**src/rtl/intc_pkg.sv**
```systemverilog
// intc_pkg: shared definitions for the intc_multi interrupt controller.
// Holds the register map, the STATUS word layout and the priority encoder
// used both for request arbitration and for in-service lookup.
package intc_pkg;

    typedef enum logic [1:0] {
        REG_PENDING = 2'd0,
        REG_ENABLE  = 2'd1,
        REG_MODE    = 2'd2,
        REG_STATUS  = 2'd3
    } reg_addr_e;

    localparam int REG_DATA_W      = 16;
    localparam int STATUS_BUSY_BIT = 0;
    localparam int STATUS_ID_LSB   = 1;
    localparam int STATUS_ID_W     = 4;

    // Lowest set index wins; returns 0 when nothing is set.
    function automatic logic [3:0] prio_enc16(input logic [15:0] req);
        logic [3:0] idx;
        idx = 4'd0;
        for (int i = 15; i >= 0; i--) begin
            if (req[i]) begin
                idx = 4'(i);
            end
        end
        return idx;
    endfunction

    function automatic logic [REG_DATA_W-1:0] pack_status(input logic [3:0] id,
                                                          input logic busy);
        logic [REG_DATA_W-1:0] w;
        w = '0;
        w[STATUS_ID_LSB +: STATUS_ID_W] = id;
        w[STATUS_BUSY_BIT] = busy;
        return w;
    endfunction

endpackage

```
**src/rtl/intc_sync.sv**
```systemverilog
// intc_sync: one interrupt channel front end. Two-flop synchronizer for an
// asynchronous source plus a rising-edge detector on the synchronized level.
module intc_sync (
    input  logic clk,
    input  logic rst_n,
    input  logic src_in,
    output logic sync_out,
    output logic rise
);

    logic meta_q, meta_d;
    logic sync_q, sync_d;
    logic prev_q, prev_d;

    // Shift the raw source through the synchronizer and keep one delayed copy for edge detection.
    always_comb begin
        meta_d = src_in;
        sync_d = meta_q;
        prev_d = sync_q;
    end

    // Synchronizer and edge-history registers.
    always_ff @(posedge clk or negedge rst_n) begin
        if (!rst_n) begin
            meta_q <= 1'b0;
            sync_q <= 1'b0;
            prev_q <= 1'b0;
        end else begin
            meta_q <= meta_d;
            sync_q <= sync_d;
            prev_q <= prev_d;
        end
    end

    assign sync_out = sync_q;
    assign rise     = sync_q & ~prev_q;

endmodule

```
**src/rtl/intc_multi.sv**
```systemverilog
// intc_multi: vectored interrupt controller with fixed priority (lowest index
// wins), per-source edge/level mode and a small PENDING/ENABLE/MODE/STATUS
// register file. Build option INTC_NEST_EN: in-service state becomes a vector
// and a higher-priority source may preempt a running handler; without it a
// single busy flag blocks all new requests until iret.
module intc_multi
    import intc_pkg::*;
#(
    parameter int  NUM_IRQ    = 8,
    parameter int  ADDR_WIDTH = 12,
    parameter int  VEC_BASE   = 'h900,
    parameter int  VEC_STRIDE = 'h10,
    localparam int ID_W       = (NUM_IRQ > 1) ? $clog2(NUM_IRQ) : 1
) (
    input  logic                  clk,
    input  logic                  rst_n,
    input  logic [NUM_IRQ-1:0]    irq_src,
    output logic                  irq,
    input  logic                  irq_ack,
    input  logic                  iret,
    output logic [ID_W-1:0]       vec_id,
    output logic [ADDR_WIDTH-1:0] vec_addr,
    input  logic [1:0]            reg_addr,
    input  logic                  reg_wen,
    input  logic                  reg_ren,
    input  logic [15:0]           reg_wdata,
    output logic [15:0]           reg_rdata
);

    logic [NUM_IRQ-1:0] sync_lvl, sync_rise;
    logic [NUM_IRQ-1:0] pending_q, pending_d;
    logic [NUM_IRQ-1:0] enable_q, enable_d;
    logic [NUM_IRQ-1:0] mode_q, mode_d;
    logic               irq_q, irq_d;
    logic [ID_W-1:0]    vec_id_q, vec_id_d;
    logic [15:0]        reg_rdata_q, reg_rdata_d;

    logic               ack_take;
    logic [NUM_IRQ-1:0] ack_onehot, w1c_mask, req, wdata_bits;
    logic               win_valid, admit, busy;
    logic [ID_W-1:0]    win_id;
    logic [3:0]         isv_id;
    reg_addr_e          addr_sel;
    logic               unused_wdata;

    assign addr_sel     = reg_addr_e'(reg_addr);
    assign wdata_bits   = reg_wdata[NUM_IRQ-1:0];
    assign unused_wdata = ^reg_wdata;

    for (genvar g = 0; g < NUM_IRQ; g++) begin : g_sync
        intc_sync u_sync (
            .clk      (clk),
            .rst_n    (rst_n),
            .src_in   (irq_src[g]),
            .sync_out (sync_lvl[g]),
            .rise     (sync_rise[g])
        );
    end

    // Arbitration: an ack only counts while irq is presented; lowest enabled pending index wins.
    always_comb begin
        ack_take   = irq_ack & irq_q;
        ack_onehot = NUM_IRQ'(ack_take) << vec_id_q;
        req        = pending_q & enable_q;
        win_valid  = |req;
        win_id     = ID_W'(prio_enc16(16'(req)));
    end

    // Register writes and PENDING update; a fresh edge beats a same-cycle clear, level bits just follow the input.
    always_comb begin
        enable_d = enable_q;
        mode_d   = mode_q;
        w1c_mask = '0;
        if (reg_wen) begin
            unique case (addr_sel)
                REG_PENDING: w1c_mask = wdata_bits;
                REG_ENABLE:  enable_d = wdata_bits;
                REG_MODE:    mode_d   = wdata_bits;
                REG_STATUS:  ;
            endcase
        end
        pending_d = (mode_q & ((pending_q & ~(w1c_mask | ack_onehot)) | sync_rise))
                  | (~mode_q & sync_lvl);
    end

`ifdef INTC_NEST_EN
    logic [NUM_IRQ-1:0] isv_q, isv_d, isv_after_iret;

    // Nested in-service: iret retires the lowest-index handler first, then a same-cycle ack adds the new one.
    always_comb begin
        isv_after_iret = iret ? (isv_q & (isv_q - NUM_IRQ'(1))) : isv_q;
        isv_d          = isv_after_iret | ack_onehot;
        admit          = (isv_d == '0) || (4'(win_id) < prio_enc16(16'(isv_d)));
        busy           = |isv_q;
        isv_id         = prio_enc16(16'(isv_q));
    end

    // In-service vector register.
    always_ff @(posedge clk or negedge rst_n) begin
        if (!rst_n) begin
            isv_q <= '0;
        end else begin
            isv_q <= isv_d;
        end
    end
`else
    logic            busy_q, busy_d;
    logic [ID_W-1:0] isv_id_q, isv_id_d;

    // Single handler at a time: iret frees the slot before a same-cycle ack claims it.
    always_comb begin
        busy_d   = busy_q;
        isv_id_d = isv_id_q;
        if (iret) begin
            busy_d   = 1'b0;
            isv_id_d = '0;
        end
        if (ack_take) begin
            busy_d   = 1'b1;
            isv_id_d = vec_id_q;
        end
        admit  = ~busy_d;
        busy   = busy_q;
        isv_id = 4'(isv_id_q);
    end

    // Busy flag and ID of the running handler.
    always_ff @(posedge clk or negedge rst_n) begin
        if (!rst_n) begin
            busy_q   <= 1'b0;
            isv_id_q <= '0;
        end else begin
            busy_q   <= busy_d;
            isv_id_q <= isv_id_d;
        end
    end
`endif

    // Request outputs use next in-service state so irq drops right after an ack; read data only moves on reg_ren.
    always_comb begin
        irq_d       = win_valid & admit;
        vec_id_d    = win_valid ? win_id : vec_id_q;
        reg_rdata_d = reg_rdata_q;
        if (reg_ren) begin
            unique case (addr_sel)
                REG_PENDING: reg_rdata_d = 16'(pending_q);
                REG_ENABLE:  reg_rdata_d = 16'(enable_q);
                REG_MODE:    reg_rdata_d = 16'(mode_q);
                REG_STATUS:  reg_rdata_d = pack_status(isv_id, busy);
            endcase
        end
    end

    // Controller state registers; MODE resets to edge for every source.
    always_ff @(posedge clk or negedge rst_n) begin
        if (!rst_n) begin
            pending_q   <= '0;
            enable_q    <= '0;
            mode_q      <= '1;
            irq_q       <= 1'b0;
            vec_id_q    <= '0;
            reg_rdata_q <= '0;
        end else begin
            pending_q   <= pending_d;
            enable_q    <= enable_d;
            mode_q      <= mode_d;
            irq_q       <= irq_d;
            vec_id_q    <= vec_id_d;
            reg_rdata_q <= reg_rdata_d;
        end
    end

    assign irq       = irq_q;
    assign vec_id    = vec_id_q;
    assign vec_addr  = ADDR_WIDTH'(VEC_BASE + VEC_STRIDE * int'(vec_id_q));
    assign reg_rdata = reg_rdata_q;

endmodule

```
**config.mk**
```make
export PLATFORM = sky130hd
export DESIGN_NAME = intc_multi
export DESIGN_NICKNAME = d
export VERILOG_FILES = /design/src/rtl/intc_pkg.sv /design/src/rtl/intc_sync.sv /design/src/rtl/intc_multi.sv
export SDC_FILE = /design/constraint.sdc
export NUM_CORES = 1
export LEC_CHECK = 0
export ABC_AREA = 1
export CORE_ASPECT_RATIO = 1.5
export CORE_MARGIN = 2
export CORE_UTILIZATION = 50
export CTS_CLUSTER_DIAMETER = 100
export CTS_CLUSTER_SIZE = 14
export DETAILED_ROUTE_END_ITERATION = 6
export PLACE_DENSITY = 0.8
export SYNTH_ARGS = -nofsm -noshare
export SYNTH_HDL_FRONTEND = slang
export SYNTH_SLANG_ARGS = --single-unit
```
**constraint.sdc**
```tcl
create_clock -name clk -period 1.4 [get_ports clk]
set_clock_uncertainty 0.15 [all_clocks]
set_input_delay 0.14 -clock clk [delete_from_list [all_inputs] [get_ports clk]]
set_output_delay 0.14 -clock clk [all_outputs]
set_load 0.05 [all_outputs]
```
## After elaboration in Yosys (flattened, before gate mapping)

Index checks and enable logic that the tools add are counted.

| cells by class | value |
|---|---|
| add/sub/neg operators | 1 |
| eq/ne operators | 3 |
| shift operators | 1 |
| multiplexer cells | 15 |
| bitwise logic cells | 28 |
| reductions and logical operators | 5 |

Operator list:

| cell | count |
|---|---|
| $pmux W16 S4 | 1 |
| $and A8 B8 Y8 | 4 |
| $mux W3 | 10 |
| $or A8 B8 Y8 | 3 |
| $mux W8 | 2 |
| $not A8 Y8 | 2 |
| $add A12 B7 Y12 const A | 1 |
| $and A1 B1 Y1 | 10 |
| $not A1 Y1 | 9 |
| $reduce_or A8 Y1 | 1 |
| $shl A1 B3 Y8 | 1 |
| $eq A2 B2 Y1 const B | 2 |
| $reduce_and A2 Y1 | 2 |
| $eq A2 B1 Y1 const B | 1 |
| $logic_not A2 Y1 | 1 |
| $mux W1 | 2 |
| $reduce_bool A2 Y1 | 1 |

| word-level totals | value |
|---|---|
| register bits after elaboration | 72 |
| input port bits | 32 |
| output and inout port bits | 32 |
| word-level logic and storage cells | 85 |

## Logic depth before layout (Yosys ltp)

Gate-level depths: netlist of run 1.

| logic depth | value |
|---|---|
| depth after elaboration | 9 |
| mapped depth | 10 |
| gate-level depth less buffers | 10 |

## Cells and area by module

A second synthesis of run 1 with hierarchy kept.

| second synthesis, totals | value |
|---|---|
| cell total of the unflattened synthesis | 298 |
| area total of the unflattened synthesis | 2825.2 um2 |

Modules (own cells, without submodules):

| module | instances | cells each | area each (um2) | seq. area each (um2) |
|---|---|---|---|---|
| intc_multi | 1 | 258 | 2144.6 | 1011.0 |
| intc_sync | 8 | 5 | 85.1 | 75.1 |

## Worst setup path after synthesis of run 1

Ideal clock, no wire load.

| path | value |
|---|---|
| path kind | register -> register |
| start | register irq_q, in the netlist irq |
| end | register pending_q[1] |
| setup time | 125 ps |
| arrival | 1268 ps |
| data required time | 1125 ps |
| slack | -143 ps |
| stages on the path, launching flop included | 6 |
| buffers on the path | 0 |
| period minus slack after synthesis | 1543 ps |
| path through | dfrtp_1 -> nand2_1 -> nor2_1 -> inv_1 -> nor3_1 -> o21ai_1 |

| on the way | value |
|---|---|
| longest elaborated chain between the ends | 8 |

Ends and longest elaborated chain:

| item | line | text |
|---|---|---|
| start: declaration | intc_multi.sv:34 | `logic irq_q, irq_d;` |
| start signal: assignment | intc_multi.sv:167 | `irq_q <= irq_d;` |
| $and A1 B1 Y1 | intc_multi.sv:62 | `ack_take = irq_ack & irq_q;` |
| $shl A1 B3 Y8 | intc_multi.sv:63 | `ack_onehot = NUM_IRQ'(ack_take) << vec_id_q;` |
| $or A8 B8 Y8 | intc_multi.sv:82 | `pending_d = (mode_q & ((pending_q & ~(w1c_mask \| ack_onehot)) \| sync_rise))` |
| $not A8 Y8 | intc_multi.sv:82 |  |
| $and A8 B8 Y8 | intc_multi.sv:82 |  |
| $or A8 B8 Y8 | intc_multi.sv:82 |  |
| $and A8 B8 Y8 | intc_multi.sv:82 |  |
| $or A8 B8 Y8 | intc_multi.sv:83 | `\| (~mode_q & sync_lvl);` |
| net pending_d[1] | intc_multi.sv:31 | `logic [NUM_IRQ-1:0] pending_q, pending_d;` |
| end signal: assignment | intc_multi.sv:164 | `pending_q <= pending_d;` |
| end: declaration | intc_multi.sv:31 |  |

The timed path passes the listed nets, and every way through them passes these cells.
A chain may end at the register's enable or synchronous reset.

## Final worst setup path of run 1

| path | value |
|---|---|
| start | register vec_id_q[1], in the netlist vec_id[1] |
| end | output vec_id[1] |

RTL lines:

| item | line | text |
|---|---|---|
| start: declaration | intc_multi.sv:35 | `logic [ID_W-1:0] vec_id_q, vec_id_d;` |
| start signal: assignment | intc_multi.sv:168 | `vec_id_q <= vec_id_d;` |
| end: declaration | intc_multi.sv:21 | `output logic [ID_W-1:0] vec_id,` |

No word-level cell between the ends.

==> run metrics, run 1 <==
status=completed; hold_sp=irq_src[6]; global-route total usage across every layer=0.214; Final min period=1350 ps; root buf cell=clkbuf_8; R2R setup slack=50 ps; Die Area=6150 µm²; Reg power frac=0.410; largest net degree at the start of global routing=65; initial antenna violation count=0; synth-to-layout area growth=33.1%; cells after synthesis=281; FMAX=740 MHz; routed wire length=5990 µm; Core Footprint=5410 µm²; Nets=379; Sw Pwr=2.06 mW; part of the cycle the worst path needs=0.965; initial core utilization=0.511; clock share of power=0.230; Min-Delay Endpoint=g_sync[6].u_sync.meta_q; via count=2132; Chip Width=64.7 µm; final worst slack=49.1 ps; R2R Path End=pending_q[1]; cell taking the most area after synthesis=dfrtp_1; Overall Power=5.82 mW; Port Buf Inserts=38; final count of negative-setup-slack endpoints=0; first-pass GRT wire length=9560 µm; Initial DRT Pass Iterations=5; top cells by area, synth=dfrtp_1 51%, nand2_1 12%, dfstp_2 7.6%; DRC violations left=0; Setup crit start kind=flip-flop; vias in the first global route=2090; FILL cells=399; YS warnings=0; mean number of vias per cell=5.05; Max FO, Critical Path=5; Hold Path Stages=1; reg2reg start=irq; Reg area=1620 µm²; clock-pin slew on the worst setup and hold paths=70 ps; Seq/Total Area, Yosys=0.583; endpoints failing hold=0; H-Tree Depth=3; grt total ovfl=0; switching share of power=0.353; drt wl/cell=14.2 µm; critical path endpoint category=output port; diode count=0; mapped cell area=2770 µm²; FP Rows=33; Num CTS Buffers=9; fin util=0.681; global placement routability congestion=0.884; CTS Buffer Depth=2; Place WS=-245 ps; Crit Path Category=reg -> out; CTS sink cnt=64; Mean Syn Cell Area=9.84 µm²; Lkg Pwr=1.72 nW; Post-DP HPWL=4400 µm; Clock Latency Late Sink=330 ps; post-synth top area share=0.507; flop and latch count out of synthesis=64; Logic pwr share=0.359; max-slew violations=0; Max-cap violations=0; Worst Path Arrival=1060 ps; chip height=95.1 µm; internal power=3.77 mW; type of the worst min-delay path=in -> reg; # IOs=64; number of DRC markers in iteration 0=113; TritonCTS clock tree=yes; maximum VDD drop=911 µV; Reg2Reg Depth=6; layout cell share with drive strength beyond 1=0.273; Antenna Nets Post-Route=0; power density over the cells=1580 nW/µm²; Multi-input gate area=965 µm²; worst path required time=1110 ps; Yosys cell types=28
==> flip-flops by register name (all words and copies together), names as in the netlist <==
signal	cells
busy	1
enable_q	8
g_sync.u_sync.meta_q	8
g_sync.u_sync.prev_q	8
g_sync.u_sync.sync_out	8
irq	1
isv_id_q	3
mode_q	8
pending_q	8
reg_rdata	8
vec_id	3
==> stage by stage <==
| step | hold WS, ps | std cells | cell area, µm² | TNS [ps] |
|---|---|---|---|---|
| floorplan | -306 | 296 | 2830 | 0 |
| global placement | 20.6 | 403 | 3460 | -5010 |
| detailed placement | 29.8 | 403 | 3460 | -6160 |
| CTS | 65.8 | 421 | 3640 | 0 |
| global route | 71.0 | 422 | 3680 | -13.2 |
| finish | 84.2 | 422 | 3680 | 0 |
==> Yosys cell counts <==
master    instances
a21oi_1           9
nor3b_4           1
inv_1            15
o21ai_0           1
buf_6             4
nand4_1           1
nor2_1           10
dfstp_2           8
dfrtp_1          56
a41oi_1           3
nor2_8            1
nand2_2           1
o21ai_1          10
conb_1            2
nor4_1            2
o21ai_2          16
nor3_1            7
nand2_1          86
nor2_4            1
nand3_1          17
inv_6             1
a31oi_1           3
buf_4            20
clkinv_1          1
inv_4             1
o211ai_1          1
nand2_4           2
buf_2             1
==> final cells by class <==
class                           count  area share
Sequential cell                    64       0.439
Multi-Input combinational cell    189       0.262
Timing Repair Buffer               65       0.211
Clock buffer                       15      0.0425
Tap cell                           70      0.0238
Inverter                           18      0.0204
Clock inverter                      1     0.00136
==> worst max-delay path by stage <==
stage / from / endpoint
global route: irq / pending_q[1]
floorplan: irq / pending_q[1]
finish: vec_id[1] / vec_id[1]
detailed placement: irq_ack / pending_q[1]
CTS: vec_id[1] / vec_id[1]
global placement: reg_addr[0] / mode_q[6]
==> critical path, stage by stage, from the launching register on <==
cell and delay, ps:
dfrtp_2 430, buf_6 150, buf_12 140
==> placed cells by master (no fill, tap or decap), drive strengths merged, types with 2 or more instances in the layout <==
cell           netlist  final
conb                 2     17
nor3                 7      7
o21ai               27     27
clkdlybuf4s50        0     22
inv                 17     17
nand3               17     17
nor2                12     12
nand2               89     89
clkbuf               0     15
nor4                 2      2
a41oi                3      3
a31oi                3      3
buf                 25     42
clkinv               1      2
dfrtp               56     56
dfstp                8      8
a21oi                9      9
==> repair_timing <==
action,CTS,global route
hold buffers,1,0
endpoints found under the setup margin,2,11
endpoints found under the hold margin,64,0
resized for setup,0,9
buffers inserted,1,1
==> power by group through the flow <==
stage               Combinational, mW  Clock [mW]  Sequential (mW)
finish                           2.09        1.34             2.39
global route                     2.22        1.46             2.42
CTS                              2.02        1.38             2.38
detailed placement               1.99           0             2.42
global placement                 1.95           0             2.40
floorplan                       0.785           0             2.66
==> cells by family after synthesis <==
group | after synthesis | synth area share
AND/OR/NAND/NOR | 129 | 0.209
flip-flops | 64 | 0.583
AO/OA/AOI/OAI | 43 | 0.106
buffers and inverters | 43 | 0.0995
other | 2 | 0.00272
==> layer usage <==
layer | routed length, µm | GRT usage | vias up
met4 | 271 | 0.160 | 0
met5 | 0 | 0 | -
met3 | 316 | 0.0472 | 18
met2 | 3110 | 0.339 | 88
li1 | - | - | 1010
met1 | 2290 | 0.252 | 1016
Note: power is estimated with default switching activity, not from simulation.
==> inputs of run 2 (changes only) <==
--- a/config.mk
+++ b/config.mk
@@ -6,6 +6,7 @@
 export NUM_CORES = 1
 export LEC_CHECK = 0
 export ABC_AREA = 1
+export ABC_CLOCK_PERIOD_IN_PS = 1400
 export CORE_ASPECT_RATIO = 1.5
 export CORE_MARGIN = 2
 export CORE_UTILIZATION = 50
@@ -13,6 +14,7 @@
 export CTS_CLUSTER_SIZE = 14
 export DETAILED_ROUTE_END_ITERATION = 6
 export PLACE_DENSITY = 0.8
+export SLEW_MARGIN = 20
 export SYNTH_ARGS = -nofsm -noshare
 export SYNTH_HDL_FRONTEND = slang
 export SYNTH_SLANG_ARGS = --single-unit
==> results of run 2 <==
Final layout, timing and power as in run 1 (identical DEF).
==> RTL change, RTL diff (flow settings as in run 1) <==
Build with the macro `INTC_NEST_EN` defined.
--- a/src/rtl/intc_multi.sv
+++ b/src/rtl/intc_multi.sv
@@ -3,6 +3,8 @@
 // register file. Build option INTC_NEST_EN: in-service state becomes a vector
 // and a higher-priority source may preempt a running handler; without it a
 // single busy flag blocks all new requests until iret.
+`define INTC_NEST_EN
+
 module intc_multi
     import intc_pkg::*;
 #(
Function: changed (a bounded check fails within 10 cycles, from zero or initial values and one cycle with rst_n low).
==> RTL change against run 1 <==
  * The flow now finishes with violations (setup timing)
  * Count of clock-buffer cells in the layout is 3 lower
  * Setup slack worse by 880 ps
  * Area after synthesis is 11% higher
  * Routed wire length is 73% higher
  * Cell count is 30% higher
  * Synthesized cell count is 21% higher
  * Utilization is 14 points higher
  * Hold slack worse by 20 ps
  * Die area is 10% higher
  * Cell area is 31% higher
  * Sequential cell count is 4 higher
Power is not compared: it rests on default switching activity, and its combinational part moved more than twofold at a synthesized area within 25%.
==> RTL change: results (changes against run 1) <==
* Status: finished, violations left
* Failing checks: setup timing
* Inverters excl. clock at 41 (+23)
* Resized Gates After CTS at 53 (+53)
* Multi-Input Combinational at 221 (+17%)
* Total Nets Final at 505 (+33%)
* Slowest CP cell: dfrtp_1
* Detailed-routing iteration count for the pre-antenna-repair pass at 5 (unchanged)
* Estimated wirelength of the detail-placed design at 5509 um (+25%)
* Synth cell types at 34 (+21%)
* Layout cell share with drive strength beyond 1 at 0.4433 (+0.1706)
* Portion of synthesized cell area occupied by the leading cell type at 0.4904 (-0.01639)
* Buffers excl. clock at 130 (+100%)
* Pin count of the biggest net entering global routing at 69 (+6.2%)
* Kind of cell with the highest combined delay on the critical path: simple AND/OR/NAND/NOR gates
* Later-pin clock latency in the skew report at 360 ps (+30 ps)
* Instance count of the mapped netlist at 340 (+21%)
* Area growth from synthesis to layout at 57.54%
* Non-clk buf share at 0.2768 (+0.06604)
* Total negative slack at -3456 ps (-3456 ps)
* Top area cells in the synthesized netlist: dfrtp_1 49%, nand2_1 12%, dfstp_2 6.9%, buf_4 4.9%, o21ai_0 4.1%
* Number of DRC markers after the initial detailed-route iteration at 327 (+190%)
* Average vias per placed instance at 5.717 (+13%)
* Number of antenna violations at the first check in global routing at 0 (unchanged)
* Cell area after placement at 4155 um2 (+20%)
* Routing usage on met1 at 0.3118 (+0.05945)
* Final worst hold slack at 64.31 ps (-19.89 ps)
* Place WS at -978.1 ps (-732.7 ps)
* Relative area of clock buffers and inverters in the final design at 0.03580 (-0.008050)
* Footprint of the flip-flops and latches at 1717 um2 (+6.2%)
* Filler cell count in the final layout at 295 (-26%)
* Reg2reg path depth at 15 (+9)
* Final-layout clock buffer total at 12 (-3)
* Metal-1 WL at 3630 um (+58%)
* Final std cells w/o fill at 548 (+30%)
* Critical Path Start: isv_q[1]
* Area of combinational cells with multiple inputs at 1353 um2 (+40%)
* Routed wire length on met2 at 5266 um (+69%)
* Worst Path Max Fanout at 3 (-2)
* Post-Syn Area at 3062 um2 (+11%)
* Final routed wirelength across all metal layers at 10360 um (+73%)
* Type of destination of the critical path: register
* Worst Min Path Start: irq_src[2]
* Min setup slack post-route at -834.6 ps (-883.7 ps)
* Total setup buffers inserted after CTS at 4 (+3)
* Weighted congestion at the end of routability-driven global placement at 0.9652 (+9.1%)
* Via count of the first global-routing pass at 2984 (+43%)
* Signal arrival time at the worst endpoint at 2370 ps (+1310 ps)
* Gr usage total at 0.2812 (+0.06769)
* Worst Hold Path EP: g_sync[2].u_sync.meta_q
* Most instantiated cells after synthesis: 95 x nand2_1, 60 x dfrtp_1, 31 x inv_1
* Worst-margin pin slew at 494.4 ps
* Total clock sinks at 68 (+6.3%)
* Worst R2R End: irq
* Setup violators final at 20 (+20)
* Part of the Yosys area used for sequential elements at 0.5591 (-0.02375)
* Global-route wire length before repair at 14020 um (+47%)
RTL change: cell types whose count changed in the layout (fill, tap and decap cells not counted), sizes merged, moves of 4 or more:
cell,delta
dfrtp,+4
a31oi,+7
a32o,+4
buf,+65
nand3,-6
inv,+23
nand2,+7
nor2,+12
RTL change: power by group:
| group | internal, mW | total, mW | switching (mW) |
|---|---|---|---|
| Sequential | 2.35 | 2.67 | 0.322 |
| Clock | 0.689 | 1.47 | 0.781 |
| Combinational | 2.48 | 5.27 | 2.79 |
| Total | 5.51 | 9.41 | 3.90 |
RTL change: cell families (layout without fill, tap and decap cells):
| group | count (synthesis) | in the layout | share of synthesized area |
|---|---|---|---|
| fa+ha+maj | 2 | 2 | 0.008172 |
| buf+inv | 66 | 187 | 0.1054 |
| flops | 68 | 68 | 0.5591 |
| compound gates | 65 | 65 | 0.1365 |
| other cells | 2 | 17 | 0.002453 |
| simple gates | 137 | 137 | 0.1884 |
